[config.mk]
export PLATFORM = sky130hd
export DESIGN_NAME = enthdr_tgt_ccc_detector
export DESIGN_NICKNAME = d
export VERILOG_FILES = /design/src/rtl/enthdr_tgt_ccc_detector.sv
export SDC_FILE = /design/constraint.sdc
export NUM_CORES = 1
export LEC_CHECK = 0
export BUFFER_PORTS_ARGS = -buffer_cell sky130_fd_sc_hd__buf_2
export CAP_MARGIN = 30
export CORE_ASPECT_RATIO = 1.1
export CORE_MARGIN = 1
export CORE_UTILIZATION = 61
export CTS_CLUSTER_DIAMETER = 60
export DETAILED_ROUTE_END_ITERATION = 10
export PLACE_DENSITY = 0.83
export SYNTH_ARGS = -nofsm -noshare
export SYNTH_HDL_FRONTEND = slang
export SYNTH_SLANG_ARGS = --single-unit
[constraint.sdc]
create_clock -name i_sdr_clk -period 3.3 [get_ports i_sdr_clk]
set_input_delay 0.66 -clock i_sdr_clk [delete_from_list [all_inputs] [get_ports i_sdr_clk]]
set_output_delay 0.66 -clock i_sdr_clk [all_outputs]
set_load 0.01 [all_outputs]
[src/rtl/enthdr_tgt_ccc_detector.sv]
// Target-side ENTHDR responder: decodes START + broadcast write, ACKs it,
// receives the CCC byte and T-bit, and enters HDR mode on ENTHDR0.
module enthdr_tgt_ccc_detector #(
  parameter logic [6:0] BCAST_ADDR  = 7'h7E,
  parameter logic [7:0] ENTHDR_CODE = 8'h20
) (
  input  logic       i_sdr_clk,
  input  logic       i_sdr_rst,
  input  logic       i_tgt_en,
  input  logic       i_scl,
  input  logic       i_sda,
  input  logic       i_hdr_exit_done,
  output logic       o_sda_low,
  output logic       o_hdr_mode,
  output logic       o_enthdr_done,
  output logic       o_ccc_valid,
  output logic [7:0] o_ccc_code,
  output logic       o_parity_err,
  output logic       o_busy
);

  typedef enum logic [2:0] {
    IDLE, ADDR, ACK, CCC, TBIT, CHECK, WAIT_STOP, HDR
  } state_t;

  state_t      state;
  logic [3:0]  bit_cnt;
  logic [7:0]  shift;
  logic        tbit;
  logic        ack_drive;
  logic [1:0]  scl_sync, sda_sync;
  logic        scl_hist, sda_hist;

  function automatic logic [3:0] sat_inc(input logic [3:0] v);
    return (v == 4'hF) ? v : v + 4'd1;
  endfunction

  function automatic logic parity_ok(input logic [7:0] code, input logic t);
    return t == ~^code;
  endfunction

  // Stage p0..p2: two-flop synchroniser followed by a history flop
  always_ff @(posedge i_sdr_clk) begin
    scl_sync <= {scl_sync[0], i_scl};
    sda_sync <= {sda_sync[0], i_sda};
    scl_hist <= scl_sync[1];
    sda_hist <= sda_sync[1];
  end

  logic scl_s, sda_s, scl_rise, scl_fall, sda_rise, sda_fall, start_c, stop_c;
  assign scl_s    = scl_sync[1];
  assign sda_s    = sda_sync[1];
  assign scl_rise = scl_s & ~scl_hist;
  assign scl_fall = ~scl_s & scl_hist;
  assign sda_rise = sda_s & ~sda_hist;
  assign sda_fall = ~sda_s & sda_hist;
  assign start_c  = sda_fall & scl_s;
  assign stop_c   = sda_rise & scl_s;

  assign o_busy = (state != IDLE) && (state != HDR);

  // Control FSM: enable, STOP and Sr are checked ahead of per-state work
  always_ff @(posedge i_sdr_clk) begin
    if (i_sdr_rst) begin
      state         <= IDLE;
      bit_cnt       <= 4'd0;
      shift         <= 8'h00;
      tbit          <= 1'b0;
      ack_drive     <= 1'b0;
      o_sda_low     <= 1'b0;
      o_hdr_mode    <= 1'b0;
      o_enthdr_done <= 1'b0;
      o_ccc_valid   <= 1'b0;
      o_ccc_code    <= 8'h00;
      o_parity_err  <= 1'b0;
    end else begin
      o_enthdr_done <= 1'b0;
      o_ccc_valid   <= 1'b0;
      o_parity_err  <= 1'b0;
      if (state == HDR) begin
        if (i_hdr_exit_done) begin
          o_hdr_mode <= 1'b0;
          state      <= WAIT_STOP;
        end
      end else if (!i_tgt_en || stop_c) begin
        state     <= IDLE;
        o_sda_low <= 1'b0;
        ack_drive <= 1'b0;
      end else if (start_c) begin
        state     <= ADDR;
        bit_cnt   <= 4'd0;
        o_sda_low <= 1'b0;
        ack_drive <= 1'b0;
      end else begin
        case (state)
          ADDR: if (scl_rise) begin
            shift <= {shift[6:0], sda_s};
            if (bit_cnt == 4'd7) begin
              bit_cnt   <= 4'd0;
              ack_drive <= 1'b0;
              state     <= ({shift[6:0], sda_s} == {BCAST_ADDR, 1'b0}) ? ACK : WAIT_STOP;
            end else begin
              bit_cnt <= sat_inc(bit_cnt);
            end
          end
          // First fall opens the ACK slot, second fall closes it
          ACK: if (scl_fall) begin
            if (!ack_drive) begin
              ack_drive <= 1'b1;
              o_sda_low <= 1'b1;
            end else begin
              ack_drive <= 1'b0;
              o_sda_low <= 1'b0;
              bit_cnt   <= 4'd0;
              state     <= CCC;
            end
          end
          CCC: if (scl_rise) begin
            shift <= {shift[6:0], sda_s};
            if (bit_cnt == 4'd7) begin
              bit_cnt <= 4'd0;
              state   <= TBIT;
            end else begin
              bit_cnt <= sat_inc(bit_cnt);
            end
          end
          TBIT: if (scl_rise) begin
            tbit  <= sda_s;
            state <= CHECK;
          end
          CHECK: begin
            if (!parity_ok(shift, tbit)) begin
              o_parity_err <= 1'b1;
              state        <= WAIT_STOP;
            end else if (shift == ENTHDR_CODE) begin
              o_enthdr_done <= 1'b1;
              o_hdr_mode    <= 1'b1;
              o_ccc_code    <= shift;
              state         <= HDR;
            end else begin
              o_ccc_valid <= 1'b1;
              o_ccc_code  <= shift;
              state       <= WAIT_STOP;
            end
          end
          default: ;
        endcase
      end
    end
  end

endmodule
==> reports/metrics.cfg, run 1 <==
[clock_network]
cts_tree = yes
ctsResizeCount = 0
numCtsBuffers = 5
clk_path_buf_depth = 2
h-tree-depth = 2
root_buffer = clkbuf_4
cts.sinks = 36
clk_latency_ns = 0.34
postCtsSetupRepairBufs = 0
holdBufCountCts = 0
clkTransAtPathRegs_ns = 0.11

[timing]
fin_crit_sh_pct = 76.6
drv_slew = 0
maxSlewHeadroom_pct = 36.6
fmax_mhz = 396
rsz0062_at_grt = no
post-route-min-period_ns = 2.53
finalSetupViolCount = 0
tns_ns = 0
hold_viol = 0
clock_skew_ns = 0.00567
tightest_slew_ns = 0.945

[floorplan]
pin_count = 20
coreArea_sq_um = 2780
die_area_sq_um = 3150
rows = 20
die_h_microns = 58.8
die_x_microns = 53.6
start_util_pct = 64.4

[finish]
antenna_cells = 0
drive_above_1_share_pct = 17.0
mostFrequentLayoutCell = dfxtp_1
syn_to_final_growth_pct = 8.18
final_cell_mix = dfxtp_1 (36), nor2_1 (33), a21oi_1 (19), buf_2 (19), nand2_1 (16)
nets = 240

[power]
ir_drop_mv = 0.493
p_leak_nw = 0.723
power_density_nw_per_um2 = 425
report.power.total_mw = 0.822

[routing]
first_pass_iters = 4
wl_per_cell_microns = 14.8
vias = 1610
drc = 0
postRouteAntennaNets = 0
routed_via_density = 6.15
first_iter_violations = 67
wl_mm = 3.87

[setup_path]
regToRegStartpoint = shift[6]$_SDFFE_PP0P_
r2r_slack_ns = 0.80
crit_path_start_kind = flop
crit_end = o_busy
crit_type = flop to output pin
crit_start = state[0]$_SDFFE_PP0P_
critPathCaptureType = output pin
cp_data_arrival_time_ns = 1.87
rr_worst_depth = 7
r2r_end = o_enthdr_done$_SDFF_PP0_
required_ns = 2.64
path_max_fanout = 18

[synthesis]
synth_top_family_by_area = simple AND/OR/NAND/NOR gates
muxShareOfSynthArea_pct = 2.24
syn_area_sq_um = 1790
synth_edf_count = 0
ys_types = 51
syn_inst = 212
synth-simple-area-share_pct = 25.7
synth_nets = 224
synthArstFlopShare_pct = 0
yosysTopAreaCell = dfxtp_1
ys_warn_count = 0
synth.avg_cell_area_sq_um = 8.44
yosys_most_used_dff = dfxtp_1
synth.top_cell.area_share_pct = 40.3
synth_compound_area_share_pct = 20.3
ys_ff_latch = 36
synth_xor_area_share_pct = 2.45
synthTopCellsByArea = dfxtp_1 (40%), nor2_1 (6.9%), a21oi_1 (5.3%)
synth_fa_ha_area_share_pct = 4.20
seq_area_frac_synth_pct = 40.3

[global_routing]
grt_pass1_vias = 1392
grt_first_pass_wirelength_mm = 6.31
grt_usage_pct = 27.8
antenna_found_initial = 0
grt-ovfl-total = 0
grt_max_degree = 32

[place]
hpwl_mm = 2.71
io_buffers = 19
gp_congestion = 1.00

[worst_hold_path]
min_path_type = flop to flop
min-delay-start = scl_sync[0]$_DFF_P_

[flow_run]
maxCapViolCount = 0

[run_status]
outcome = finished, final reports clean

metal layers:
metal,part of all wire [%],GRT usage [%],vias up
li1,-,-,778
met4,2.5,13.5,0
met1,43,33.1,777
met5,0,0,-
met2,51,46.1,46
met3,4.3,6.46,9
sequential cells by signal, summed over array words and instances, names as in the netlist:
name / cells
ack_drive: 1
bit_cnt: 4
o_ccc_code: 8
o_ccc_valid: 1
o_enthdr_done: 1
o_hdr_mode: 1
o_parity_err: 1
o_sda_low: 1
scl_hist: 1
scl_sync: 2
sda_hist: 1
sda_sync: 2
shift: 8
state: 3
tbit: 1
power by group:
part | switching, mW | total (mW) | internal, mW
registers | 0.0180 | 0.460 | 0.442
clock network | 0.147 | 0.251 | 0.104
logic | 0.0645 | 0.111 | 0.0467
per-stage QoR:
step	hold slack, ns	instance area, sq um	utilization, %	setup WS [ns]	std cells
floorplan	0.310	1790	-	1.47	212
detailed placement	0.312	1870	67.4	0.854	254
CTS	0.338	1940	69.7	0.803	262
global placement	0.311	1870	67.4	0.972	254
finish	0.337	1940	69.7	0.774	262
global route	0.360	1940	69.7	0.575	262
cell families after synthesis:
group | count (synthesis)
multiplexers | 4
AO/OA/AOI/OAI | 51
adder cells (fa/ha/maj) | 6
XOR/XNOR | 5
buffers and inverters | 19
AND/OR/NAND/NOR | 91
flip-flops | 36
worst max-delay path: stages, from the launching register on:
cell	delay, ns
dfxtp_1	0.73
nand2_1	0.26
nor2_1	0.32
nor2_1	0.06
buf_2	0.14
cell type report:
cell class | instances | area [sq um]
clock buffer | 7 | 55.1
timing repair buffer | 19 | 95.1
inverter | 9 | 33.8
multi-input combinational | 157 | 982
fill | 235 | 842
tap | 33 | 41.3
clock inverter | 1 | 7.51
sequential | 36 | 721
worst min path at each step:
stage	depth (start not counted)	slack, ns	end
2_1_floorplan	0	0.31	scl_sync[1]$_DFF_P_
3_3_place_gp	0	0.31	scl_sync[1]$_DFF_P_
3_5_place_dp	0	0.31	sda_sync[1]$_DFF_P_
4_1_cts	0	0.34	sda_sync[1]$_DFF_P_
5_1_grt	0	0.36	scl_sync[1]$_DFF_P_
6_report	0	0.34	scl_sync[1]$_DFF_P_
synth_stat cells, types with 2 or more instances:
cell / number
o21ai_1: 2
nor2b_1: 4
nand4_1: 2
nor3_1: 6
nor2_1: 33
buf_2: 3
a211oi_1: 2
nor3b_1: 4
clkbuf_1: 5
inv_1: 9
xnor2_1: 4
dfxtp_1: 36
a21oi_1: 19
nand2_1: 16
mux2i_1: 4
ha_1: 6
nand2b_1: 4
o21ai_0: 5
nand3_1: 11
a32oi_1: 2
a31oi_1: 4
nor3_2: 2
Note: power is estimated with default switching activity, not from simulation.
==> run 2, diff against run 1 <==
ABC_AREA = 1   (was default)
CORE_UTILIZATION = 52   (was 61)
PLACE_DENSITY = 0.75   (was 0.83)
clock period = 2.1 ns   (was 3.3 ns; I/O delays follow)
==> run 2 against run 1 <==
Via count up 12%. Global-route usage down 3.0 points. Synthesized area up 3.6%.
==> reports/metrics.cfg, run 2 <==
[finish]
drive_above_1_share_pct = 12.9  ; was 17.0%
reg_top3 = o_ccc_code x8, shift x8, bit_cnt x4  ; unchanged
nets = 306  ; was 240
final_cell_mix = nand2_1 (58), nor2_1 (42), dfxtp_1 (36)  ; was dfxtp_1 (36), nor2_1 (33), a21oi_1 (19), buf_2 (19), nand2_1 (16)
final_cell_area_sq_um = 2050  ; was 1940 sq um
finalCoreUtilization_pct = 61.0  ; was 69.7%
antenna_cells = 0  ; unchanged
mostFrequentLayoutCell = nand2_1  ; was dfxtp_1
fill_cells = 338  ; was 235
syn_to_final_growth_pct = 10.5  ; was 8.18%

[timing]
post-route-min-period_ns = 1.89
fmax_mhz = 528
clock_skew_ns = 0.00789  ; was 0.00567 ns
whs_ns = 0.186  ; was 0.337 ns
tns_ns = 0  ; unchanged
drv_slew = 0  ; unchanged
finalSetupViolCount = 0  ; unchanged
rsz0062_at_grt = no  ; unchanged
hold_viol = 0  ; unchanged
tightest_slew_ns = 0.519  ; was 0.945 ns
fin_crit_sh_pct = 90.2
maxSlewHeadroom_pct = 65.3  ; was 36.6%

[synthesis]
synth.top_cell.area_share_pct = 38.9  ; was 40.3%
seq_area_frac_synth_pct = 38.9  ; was 40.3%
yosysTopAreaCell = dfxtp_1  ; unchanged
ys_warn_count = 0  ; unchanged
ys_types = 24  ; was 51
synth.avg_cell_area_sq_um = 6.82  ; was 8.44 sq um
synthTopCellsByArea = dfxtp_1 (39%), nand2_1 (12%), nor2_1 (8.5%)  ; was dfxtp_1 (40%), nor2_1 (6.9%), a21oi_1 (5.3%)
ys_ff_latch = 36  ; unchanged
synthArstFlopShare_pct = 0  ; unchanged
syn_inst = 272  ; was 212
yosysMostFrequentCell = nand2_1  ; was dfxtp_1
synth_common_cells = nand2_1 (58), nor2_1 (42), dfxtp_1 (36)  ; was dfxtp_1 (36), nor2_1 (33), a21oi_1 (19)
synth_edf_count = 0  ; unchanged
yosys_most_used_dff = dfxtp_1  ; unchanged
synth_nets = 284  ; was 224
syn_area_sq_um = 1850  ; was 1790 sq um

[setup_path]
slowest_delay_ns = 0.39  ; was 0.73 ns
r2r_slack_ns = 0.21  ; was 0.80 ns
crit_path_start_kind = flop  ; unchanged
cp_data_arrival_time_ns = 2.16  ; was 1.87 ns
critPathMostFrequentCell = nand2_1  ; was nor2_1
crit_type = flop to flop  ; was flop to output pin
path_max_fanout = 11  ; was 18
required_ns = 2.36  ; was 2.64 ns
cp_cell_sequence = inv_1, ha_1, inv_1, nand2_1, nand3_1, nand2_1, nand2_1, and2_1, nand4_1, a21oi_1  ; was nand2_1, nor2_1, nor2_1, buf_2
critPathCaptureType = flop  ; was output pin
cp_slowest_cell = dfxtp_1  ; unchanged

[routing]
vias = 1804  ; was 1610
highest_layer = met4  ; unchanged
wl_per_cell_microns = 12.2  ; was 14.8 microns
postRouteAntennaNets = 0  ; unchanged
first_iter_violations = 92  ; was 67
drc = 0  ; unchanged
m1WireLength_mm = 1.85  ; was 1.64 mm
routed_via_density = 5.26  ; was 6.15
wl_met3_microns = 162  ; was 165 microns
wl_mm = 4.19  ; was 3.87 mm
first_pass_iters = 4  ; unchanged
wl_met2_mm = 2.07  ; was 1.96 mm

[clock_network]
postCtsSetupRepairBufs = 0  ; unchanged
clk_latency_ns = 0.33  ; was 0.34 ns
clk_path_buf_depth = 2  ; unchanged
clkTransAtPathRegs_ns = 0.10  ; was 0.11 ns
numCtsBuffers = 5  ; unchanged
cts.sinks = 36  ; unchanged
holdBufCountCts = 0  ; unchanged
cts_tree = yes  ; unchanged
h-tree-depth = 2  ; unchanged
root_buffer = clkbuf_4  ; unchanged
ctsResizeCount = 0  ; unchanged

[power]
ir_drop_mv = 0.491  ; was 0.493 mV
power_density_nw_per_um2 = 985  ; was 425 nW/um^2
report.power.total_mw = 2.02  ; was 0.822 mW
p_leak_nw = 0.934  ; was 0.723 nW

[worst_hold_path]
min_path_type = input pin to flop  ; was flop to flop

[place]
hpwl_mm = 3.14  ; was 2.71 mm
gp_congestion = 0.980  ; was 1.00
dpl_cell_area_sq_um = 1990  ; was 1870 sq um
io_buffers = 19  ; unchanged

[global_routing]
grt_pass1_vias = 1710  ; was 1392
antenna_found_initial = 0  ; unchanged
grt_max_degree = 17  ; was 32
grt_first_pass_wirelength_mm = 7.14  ; was 6.31 mm
grt_usage_pct = 24.8  ; was 27.8%
grt-ovfl-total = 0  ; unchanged

[floorplan]
rows = 22  ; was 20
die_area_sq_um = 3810  ; was 3150 sq um
pin_count = 20  ; unchanged
coreArea_sq_um = 3360  ; was 2780 sq um
start_util_pct = 55.2  ; was 64.4%
die_h_microns = 64.6  ; was 58.8 microns
die_x_microns = 58.9  ; was 53.6 microns

[flow_run]
maxCapViolCount = 0  ; unchanged

[run_status]
outcome = finished, final reports clean  ; unchanged

-- run 2: layout make-up --
| type | instances | area, sq um | area share, % |
|---|---|---|---|
| multi-input combinational | 198 | 978 | 47.8 |
| sequential | 36 | 721 | 35.2 |
| inverter | 32 | 120 | 5.86 |
| timing repair buffer | 21 | 110 | 5.38 |
| tap | 48 | 60.1 | 2.93 |
| clock buffer | 8 | 58.8 | 2.87 |
-- run 2: worst max-delay path, delay by kind of cell (launching register included) --
family | cells | cell delay (ns)
AND/OR/NAND/NOR | 6 | 0.83
flip-flops | 1 | 0.39
buffers and inverters | 2 | 0.14
adder cells (fa/ha/maj) | 1 | 0.31
AO/OA/AOI/OAI | 1 | 0.18
-- run 2: layer usage --
metal  track usage (%)  up-vias
met2              43.5       41
met3              5.39       11
met4              11.9        0
li1                  -      935
met5                 0        -
met1              27.9      817
-- run 2: final timing paths --
kind	start	end	cells after the start
worst max-delay path	shift[4]$_SDFFE_PP0P_	o_ccc_code[5]$_SDFFE_PP0P_	10
worst min-delay path	i_sda	sda_sync[0]$_DFF_P_	1
worst max register to register	shift[4]$_SDFFE_PP0P_	o_ccc_code[5]$_SDFFE_PP0P_	10
worst min register to register	scl_sync[0]$_DFF_P_	scl_sync[1]$_DFF_P_	0
-- run 2: power by group --
group / internal [mW] / switching [mW] / total (mW) / leakage, nW
sequential: 0.746 / 0.0746 / 0.821 / 0.293
clock: 0.165 / 0.215 / 0.381 / 0.0326
combinational: 0.280 / 0.537 / 0.816 / 0.608
-- run 2: logic make-up (layout without fill, tap and decap cells) --
| group | after synthesis | count (layout) | share of synthesized area (%) |
|---|---|---|---|
| AND/OR/NAND/NOR | 145 | 145 | 35.5 |
| adder cells (fa/ha/maj) | 6 | 6 | 4.05 |
| buffers and inverters | 38 | 61 | 8.37 |
| flip-flops | 36 | 36 | 38.9 |
| XOR/XNOR | 2 | 2 | 0.945 |
| AO/OA/AOI/OAI | 45 | 45 | 12.3 |
-- run 2: stage by stage --
step / instances / setup WS [ns]
final: 343 / 0.205
after global routing: 343 / 0.0250
after CTS: 343 / 0.205
after detailed placement: 335 / 0.280
after global placement: 335 / 0.294
after floorplan: 272 / 0.548
